===== src/rtl/reset_seq_pkg.sv =====
// Shared types and widths for the reset sequencer.
package reset_seq_pkg;

    typedef enum logic [1:0] {
        S_POWERUP,
        S_WAIT_LOCK,
        S_DELAY,
        S_RUN
    } seq_state_t;

    localparam int unsigned LOSS_CNT_W  = 16;
    localparam int unsigned STAGE_IDX_W = 4;

endpackage


===== src/rtl/lock_debounce.sv =====
// Per-stage lock conditioner: 2-flop synchroniser followed by a SYNC_LEN-deep
// all-ones filter, so a single low sample drops q_ok.
module lock_debounce #(
    parameter int unsigned SYNC_LEN = 16
) (
    input  logic clk,
    input  logic rst,
    input  logic d_async,
    output logic q_ok
);

    logic [1:0]          r_sync;
    logic [SYNC_LEN-1:0] r_shift;

    always_ff @(posedge clk) begin
        if (rst) begin
            r_sync  <= '0;
            r_shift <= '0;
        end else begin
            r_sync  <= {r_sync[0], d_async};
            r_shift <= (r_shift << 1) | SYNC_LEN'(r_sync[1]);
        end
    end

    assign q_ok = &r_shift;

endmodule


===== src/rtl/reset_sequencer.sv =====
// N-stage reset/lock sequencer: releases per-domain resets in order once each
// lock is stable and its settle delay elapses. Optional watchdog: RSTSEQ_WATCHDOG_EN.
module reset_sequencer
    import reset_seq_pkg::*;
#(
    parameter int unsigned NUM_STAGES    = 4,
    parameter int unsigned CNT_W         = 32,
    parameter int unsigned POWERUP_DELAY = 125000000,
    parameter int unsigned SYNC_LEN      = 16,
    parameter int unsigned LOCK_TIMEOUT  = 1250000
) (
    input  logic                                 clk,
    input  logic                                 rst,
    input  logic [NUM_STAGES-1:0]                lock_in,
    input  logic [NUM_STAGES-1:0][CNT_W-1:0]     stage_delay,
    input  logic                                 sw_reset,
    output logic [NUM_STAGES-1:0]                rst_out,
    output logic                                 all_ready,
    output logic [STAGE_IDX_W-1:0]               cur_stage,
    output logic [NUM_STAGES-1:0]                fault_sticky,
    output logic [LOSS_CNT_W-1:0]                loss_count,
    output logic                                 wd_timeout,
    output logic                                 wd_sticky
);

    seq_state_t             r_state, w_state_next;
    logic [CNT_W-1:0]       r_cnt, w_cnt_next;
    logic [STAGE_IDX_W-1:0] r_stage, w_stage_next;
    logic [NUM_STAGES-1:0]  r_rst_out, w_rst_next;
    logic                   r_all_ready;
    logic [NUM_STAGES-1:0]  r_fault, w_fault_next;
    logic [LOSS_CNT_W-1:0]  r_loss_cnt, w_loss_cnt_next;

    logic [NUM_STAGES-1:0]  w_lock_ok;
    logic [NUM_STAGES-1:0]  w_lost;
    logic [NUM_STAGES-1:0]  w_loss_mask;
    logic [NUM_STAGES-1:0]  w_stage_onehot;
    logic [STAGE_IDX_W-1:0] w_loss_idx;
    logic                   w_loss_any;
    logic                   w_lock_k;
    logic [CNT_W-1:0]       w_delay_k;
    logic                   w_wd_hit;
    logic                   w_wd_pulse;
    logic                   w_wd_sticky;

    for (genvar g = 0; g < NUM_STAGES; g++) begin : g_deb
        lock_debounce #(
            .SYNC_LEN(SYNC_LEN)
        ) u_deb (
            .clk    (clk),
            .rst    (rst),
            .d_async(lock_in[g]),
            .q_ok   (w_lock_ok[g])
        );
    end

    // Select the current stage's lock/delay and locate the lowest released stage that lost lock
    always_comb begin
        w_lock_k       = 1'b0;
        w_delay_k      = '0;
        w_stage_onehot = '0;
        w_loss_idx     = '0;
        w_loss_mask    = '0;
        w_lost         = ~r_rst_out & ~w_lock_ok;
        w_loss_any     = (r_state != S_POWERUP) && (|w_lost);
        for (int unsigned i = 0; i < NUM_STAGES; i++) begin
            if (r_stage == STAGE_IDX_W'(i)) begin
                w_lock_k          = w_lock_ok[i];
                w_delay_k         = stage_delay[i];
                w_stage_onehot[i] = 1'b1;
            end
            if (w_lost[NUM_STAGES-1-i]) begin
                w_loss_idx = STAGE_IDX_W'(NUM_STAGES-1-i);
            end
        end
        for (int unsigned i = 0; i < NUM_STAGES; i++) begin
            if (STAGE_IDX_W'(i) >= w_loss_idx) begin
                w_loss_mask[i] = 1'b1;
            end
        end
    end

    always_ff @(posedge clk) begin
        if (rst) begin
            r_state <= S_POWERUP;
        end else begin
            r_state <= w_state_next;
        end
    end

    always_comb begin
        w_state_next    = r_state;
        w_stage_next    = r_stage;
        w_cnt_next      = r_cnt;
        w_rst_next      = r_rst_out;
        w_fault_next    = r_fault;
        w_loss_cnt_next = r_loss_cnt;

        case (r_state)
            S_POWERUP: begin
                if (r_cnt == CNT_W'(POWERUP_DELAY - 1)) begin
                    w_state_next = S_WAIT_LOCK;
                    w_stage_next = '0;
                    w_cnt_next   = '0;
                end else begin
                    w_cnt_next = r_cnt + CNT_W'(1);
                end
            end
            S_WAIT_LOCK: begin
                if (w_lock_k) begin
                    w_state_next = S_DELAY;
                    w_cnt_next   = '0;
                end
            end
            S_DELAY: begin
                if (!w_lock_k) begin
                    w_state_next = S_WAIT_LOCK;
                end else if (r_cnt == w_delay_k) begin
                    w_rst_next = r_rst_out & ~w_stage_onehot;
                    w_cnt_next = '0;
                    if (r_stage == STAGE_IDX_W'(NUM_STAGES - 1)) begin
                        w_state_next = S_RUN;
                    end else begin
                        w_stage_next = r_stage + STAGE_IDX_W'(1);
                        w_state_next = S_WAIT_LOCK;
                    end
                end else begin
                    w_cnt_next = r_cnt + CNT_W'(1);
                end
            end
            S_RUN: begin
            end
            default: begin
                w_state_next = S_POWERUP;
            end
        endcase

        if (w_wd_hit) begin
            w_rst_next = w_rst_next | w_stage_onehot;
        end

        // Priority: sw_reset > lock loss > normal sequencing
        if (w_loss_any) begin
            w_rst_next   = r_rst_out | w_loss_mask;
            w_stage_next = w_loss_idx;
            w_state_next = S_WAIT_LOCK;
            w_cnt_next   = '0;
            w_fault_next = r_fault | w_lost;
            if (r_loss_cnt != '1) begin
                w_loss_cnt_next = r_loss_cnt + LOSS_CNT_W'(1);
            end
        end

        if (sw_reset && (r_state != S_POWERUP)) begin
            w_rst_next      = '1;
            w_stage_next    = '0;
            w_state_next    = S_WAIT_LOCK;
            w_cnt_next      = '0;
            w_fault_next    = r_fault;
            w_loss_cnt_next = r_loss_cnt;
        end
    end

    always_ff @(posedge clk) begin
        if (rst) begin
            r_cnt       <= '0;
            r_stage     <= '0;
            r_rst_out   <= '1;
            r_all_ready <= 1'b0;
            r_fault     <= '0;
            r_loss_cnt  <= '0;
        end else begin
            r_cnt       <= w_cnt_next;
            r_stage     <= w_stage_next;
            r_rst_out   <= w_rst_next;
            r_all_ready <= &(~w_rst_next);
            r_fault     <= w_fault_next;
            r_loss_cnt  <= w_loss_cnt_next;
        end
    end

`ifdef RSTSEQ_WATCHDOG_EN
    localparam int unsigned WD_W = (LOCK_TIMEOUT > 1) ? $clog2(LOCK_TIMEOUT) : 1;

    logic [WD_W-1:0] r_wd_cnt;
    logic            r_wd_pulse;
    logic            r_wd_sticky;

    assign w_wd_hit = (r_state == S_WAIT_LOCK) && (r_wd_cnt == WD_W'(LOCK_TIMEOUT - 1));

    always_ff @(posedge clk) begin
        if (rst) begin
            r_wd_cnt    <= '0;
            r_wd_pulse  <= 1'b0;
            r_wd_sticky <= 1'b0;
        end else begin
            r_wd_pulse <= w_wd_hit;
            if (w_wd_hit) begin
                r_wd_sticky <= 1'b1;
            end
            if ((r_state != S_WAIT_LOCK) || w_wd_hit) begin
                r_wd_cnt <= '0;
            end else begin
                r_wd_cnt <= r_wd_cnt + WD_W'(1);
            end
        end
    end

    assign w_wd_pulse  = r_wd_pulse;
    assign w_wd_sticky = r_wd_sticky;
`else
    logic w_unused_wd;

    assign w_wd_hit    = 1'b0;
    assign w_wd_pulse  = 1'b0;
    assign w_wd_sticky = 1'b0;
    assign w_unused_wd = (LOCK_TIMEOUT == 0);
`endif

    always_comb begin
        rst_out      = r_rst_out;
        all_ready    = r_all_ready;
        cur_stage    = r_stage;
        fault_sticky = r_fault;
        loss_count   = r_loss_cnt;
        wd_timeout   = w_wd_pulse;
        wd_sticky    = w_wd_sticky;
    end

endmodule


===== config.mk =====
export PLATFORM = sky130hd
export DESIGN_NAME = reset_sequencer
export DESIGN_NICKNAME = d
export VERILOG_FILES = /design/src/rtl/reset_seq_pkg.sv /design/src/rtl/lock_debounce.sv /design/src/rtl/reset_sequencer.sv
export SDC_FILE = /design/constraint.sdc
export NUM_CORES = 1
export LEC_CHECK = 0
export BUFFER_PORTS_ARGS = -buffer_cell sky130_fd_sc_hd__buf_2
export CAP_MARGIN = 20
export CORE_MARGIN = 5
export CORE_UTILIZATION = 45
export DETAILED_ROUTE_END_ITERATION = 12
export PLACE_DENSITY = 0.73
export SYNTH_ARGS = -nofsm -noshare
export SYNTH_HDL_FRONTEND = slang
export SYNTH_SLANG_ARGS = --single-unit

===== constraint.sdc =====
create_clock -name clk -period 3.7 [get_ports clk]
set_input_delay 0.74 -clock clk [delete_from_list [all_inputs] [get_ports clk]]
set_output_delay 0.74 -clock clk [all_outputs]
set_load 0.01 [all_outputs]

==> results.py <==
metrics = {
    "outcome": {
        "status": "finished, final reports clean",
    },
    "sta": {
        "finalSetupViolCount": 0,
        "finalCriticalPeriod_ns": 3.49,
        "timing.final.crit_share_pct": 94.3,
        "relSlewSlack_pct": 42.9,
        "worst_pin_slew_ns": 0.856,
        "fin_ws_ns": 0.211,
        "fmax_mhz": 287,
        "tns_ns": 0,
        "hold_slack_ns": 0.433,
        "finalClockSkew_ns": 0.00589,
        "hold_violations": 0,
        "rsz0062_at_grt": "false",
        "finalMaxSlewViolations": 0,
    },
    "clock_network": {
        "cts.clk_slew.worst_paths_ns": 0.06,
        "cts_root_buf": "clkbuf_16",
        "cts_tree": "yes",
        "numCtsBuffers": 17,
        "cts_setup_buffers": 0,
        "clock_latency_ns": 0.42,
        "clk_path_buf_depth": 2,
        "clock_sinks": 135,
        "cts-htree-levels": 4,
    },
    "yosys": {
        "ys_warn_count": 0,
        "synthDistinctLibCells": 74,
        "ys_ff_latch": 135,
        "yosysSeqAreaShare_pct": 34.4,
        "synth_edf_count": 0,
        "synthCells": 1006,
        "yosys_most_used_dff": "dfxtp_1",
        "avgSynthCellArea_um2": 7.82,
        "syn_area_um2": 7870,
        "postSynth.asyncResetShare_pct": 0,
    },
    "placement": {
        "port-buffer-count": 163,
        "dpl.cell_count": 1350,
        "hpwl_um": 20200,
        "gp_congestion": 1.01,
        "dp_slack_ns": 0.211,
    },
    "routing": {
        "vias": 8196,
        "wl_per_cell_um": 19.0,
        "wl_um": 26200,
        "firstDrtPassIters": 6,
        "vias_per_cell": 5.93,
        "ant_nets": 0,
        "drt_iter0_drc": 743,
        "drc": 0,
    },
    "worst_setup_path": {
        "crit_fanout": 17,
        "cp-end-kind": "flop",
        "cp.depth": 13,
        "cp_top_family": "compound AO/OA/AOI/OAI gates",
        "arrival_ns": 3.80,
        "crit_buf_inv": 3,
        "slowest_delay_ns": 0.57,
        "crit_path_top_delay_cell": "or4_4",
        "cp.required_ns": 4.01,
        "worst_setup_path_start_kind": "flop",
        "crit_start": "cur_stage[0]$_SDFFE_PP0P_",
        "reg2reg_depth": 13,
        "path_cells": "inv_1 > ha_2 > buf_4 > a21oi_1 > a221oi_1 > o21ai_0 > o21ai_0 > or4_4 > nor4_4 > a31oi_2 > buf_4 > a21o_1 > a22o_1",
        "r2r-start": "cur_stage[0]$_SDFFE_PP0P_",
        "crit_type": "reg2reg",
    },
    "die": {
        "io_pins": 166,
        "die_area_um2": 20200,
        "initial_core_util_pct": 45.6,
        "row_count": 48,
        "die_h_um": 142,
        "die_w_um": 142,
        "coreArea_um2": 17200,
    },
    "final_layout": {
        "drive_gt1_share_pct": 22.0,
        "area_growth_pct": 20.9,
        "fill_cells": 1620,
        "n_antenna_cell": 0,
        "fin_nets": 1290,
        "final_common_cell": "buf_2",
        "stdcell_count": 1382,
        "layout.cells.most_common_list": "buf_2 (163), dfxtp_1 (135), nor2b_1 (109)",
        "utilization_pct": 55.2,
    },
    "grt": {
        "grt_first_pass_wirelength_um": 40800,
        "grt_max_degree": 96,
        "antenna_found_initial": 1,
        "grtUsageTotal_pct": 25.2,
        "overflow": 0,
        "grt_pass1_vias": 7817,
    },
    "pwr": {
        "p_leak_nw": 3.86,
        "pwr_density_cell_nw_per_um2": 369,
        "ir_drop_v": 0.000322,
    },
    "min_path": {
        "min_from": "g_deb[1].u_deb.r_sync[1]$_SDFF_PP0_",
        "hold-path-cell-count": 1,
        "hold_class": "reg2reg",
    },
    "flow_run": {
        "cap_violations": 0,
    },
}
==> worst register-to-register path: cells and delay by family (launching register included) <==
kind                       cells  cell delay, ns
AOI/OAI and AO/OA              7            1.21
and+or+nand+nor                2            0.81
buffers and inverters          3            0.60
DFF                            1            0.45
adders and majority gates      1            0.32
==> Yosys cell counts (8+ instances only) <==
master | n | area (um^2)
nand3b_1 | 29 | 218
o22ai_1 | 14 | 87.6
a21oi_1 | 62 | 310
inv_1 | 57 | 214
or3_1 | 11 | 68.8
dfxtp_1 | 135 | 2700
a31oi_1 | 14 | 87.6
nor4_1 | 14 | 87.6
nand3_1 | 34 | 170
or2_2 | 9 | 56.3
buf_2 | 22 | 110
clkbuf_1 | 52 | 195
mux2i_1 | 8 | 80.1
and3_1 | 17 | 106
nand2_1 | 65 | 244
xor2_1 | 9 | 78.8
o31ai_1 | 10 | 75.1
a22oi_1 | 9 | 67.6
nor2b_1 | 109 | 682
o21ai_0 | 43 | 215
a211oi_1 | 8 | 60.1
nor3_1 | 18 | 90.1
ha_1 | 11 | 138
o2111ai_1 | 9 | 78.8
nand4_1 | 36 | 225
nor2_1 | 63 | 236
==> power by group <==
part           internal, mW  switching (mW)  total (mW)
registers              1.47          0.0302        1.50
logic                 0.169           0.239       0.408
clock network         0.945           0.651        1.60
==> flip-flops by register name (all words and copies together), names as in the netlist <==
name,cells
all_ready,1
cur_stage,4
fault_sticky,4
g_deb.u_deb.r_shift,64
g_deb.u_deb.r_sync,8
loss_count,16
r_cnt,32
r_state,2
rst_out,4
==> logic make-up after synthesis <==
family	synth area share, %
AOI/OAI and AO/OA	21.4
xor gates and xnor gates	1.67
adders and majority gates	1.75
buffers and inverters	7.27
DFF	34.4
muxes	1.30
other	0.0477
and+or+nand+nor	32.2
==> worst paths after layout <==
path	slack, ns	endpoint
worst max-delay path	0.21	r_cnt[21]$_SDFFE_PP0P_
worst min-delay path	0.43	g_deb[1].u_deb.r_shift[0]$_SDFF_PP0_
worst max register to register	0.21	r_cnt[21]$_SDFFE_PP0P_
worst min register to register	0.43	g_deb[1].u_deb.r_shift[0]$_SDFF_PP0_
==> layout make-up <==
class	count	area [um^2]	share of cell area, %
Multi-Input combinational cell	734	4630	48.7
Sequential cell	135	2700	28.4
Timing Repair Buffer	199	1110	11.7
Clock buffer	19	443	4.66
Tap cell	225	282	2.96
Inverter	57	214	2.25
Clock inverter	13	120	1.26
==> what timing repair did <==
action	CTS	global route
resized for setup	0	9
endpoints found under the setup margin	0	13
hold buffers	0	0
==> layer usage <==
| layer | up-vias | track usage (%) | wire, um |
|---|---|---|---|
| met3 | 91 | 5.41 | 2510 |
| met1 | 3749 | 31.5 | 10800 |
| met5 | - | 0 | 13 |
| met2 | 442 | 40.6 | 11700 |
| met4 | 2 | 13.4 | 1160 |
| li1 | 3912 | - | - |
==> stage by stage <==
stage | total power [mW] | cell area (um^2)
6_report | 3.51 | 9510
5_1_grt | 3.64 | 9510
2_1_floorplan | 1.76 | 7870
3_5_place_dp | 1.93 | 8910
3_3_place_gp | 1.93 | 8910
4_1_cts | 3.53 | 9470
Note: power is estimated with default switching activity, not from simulation.
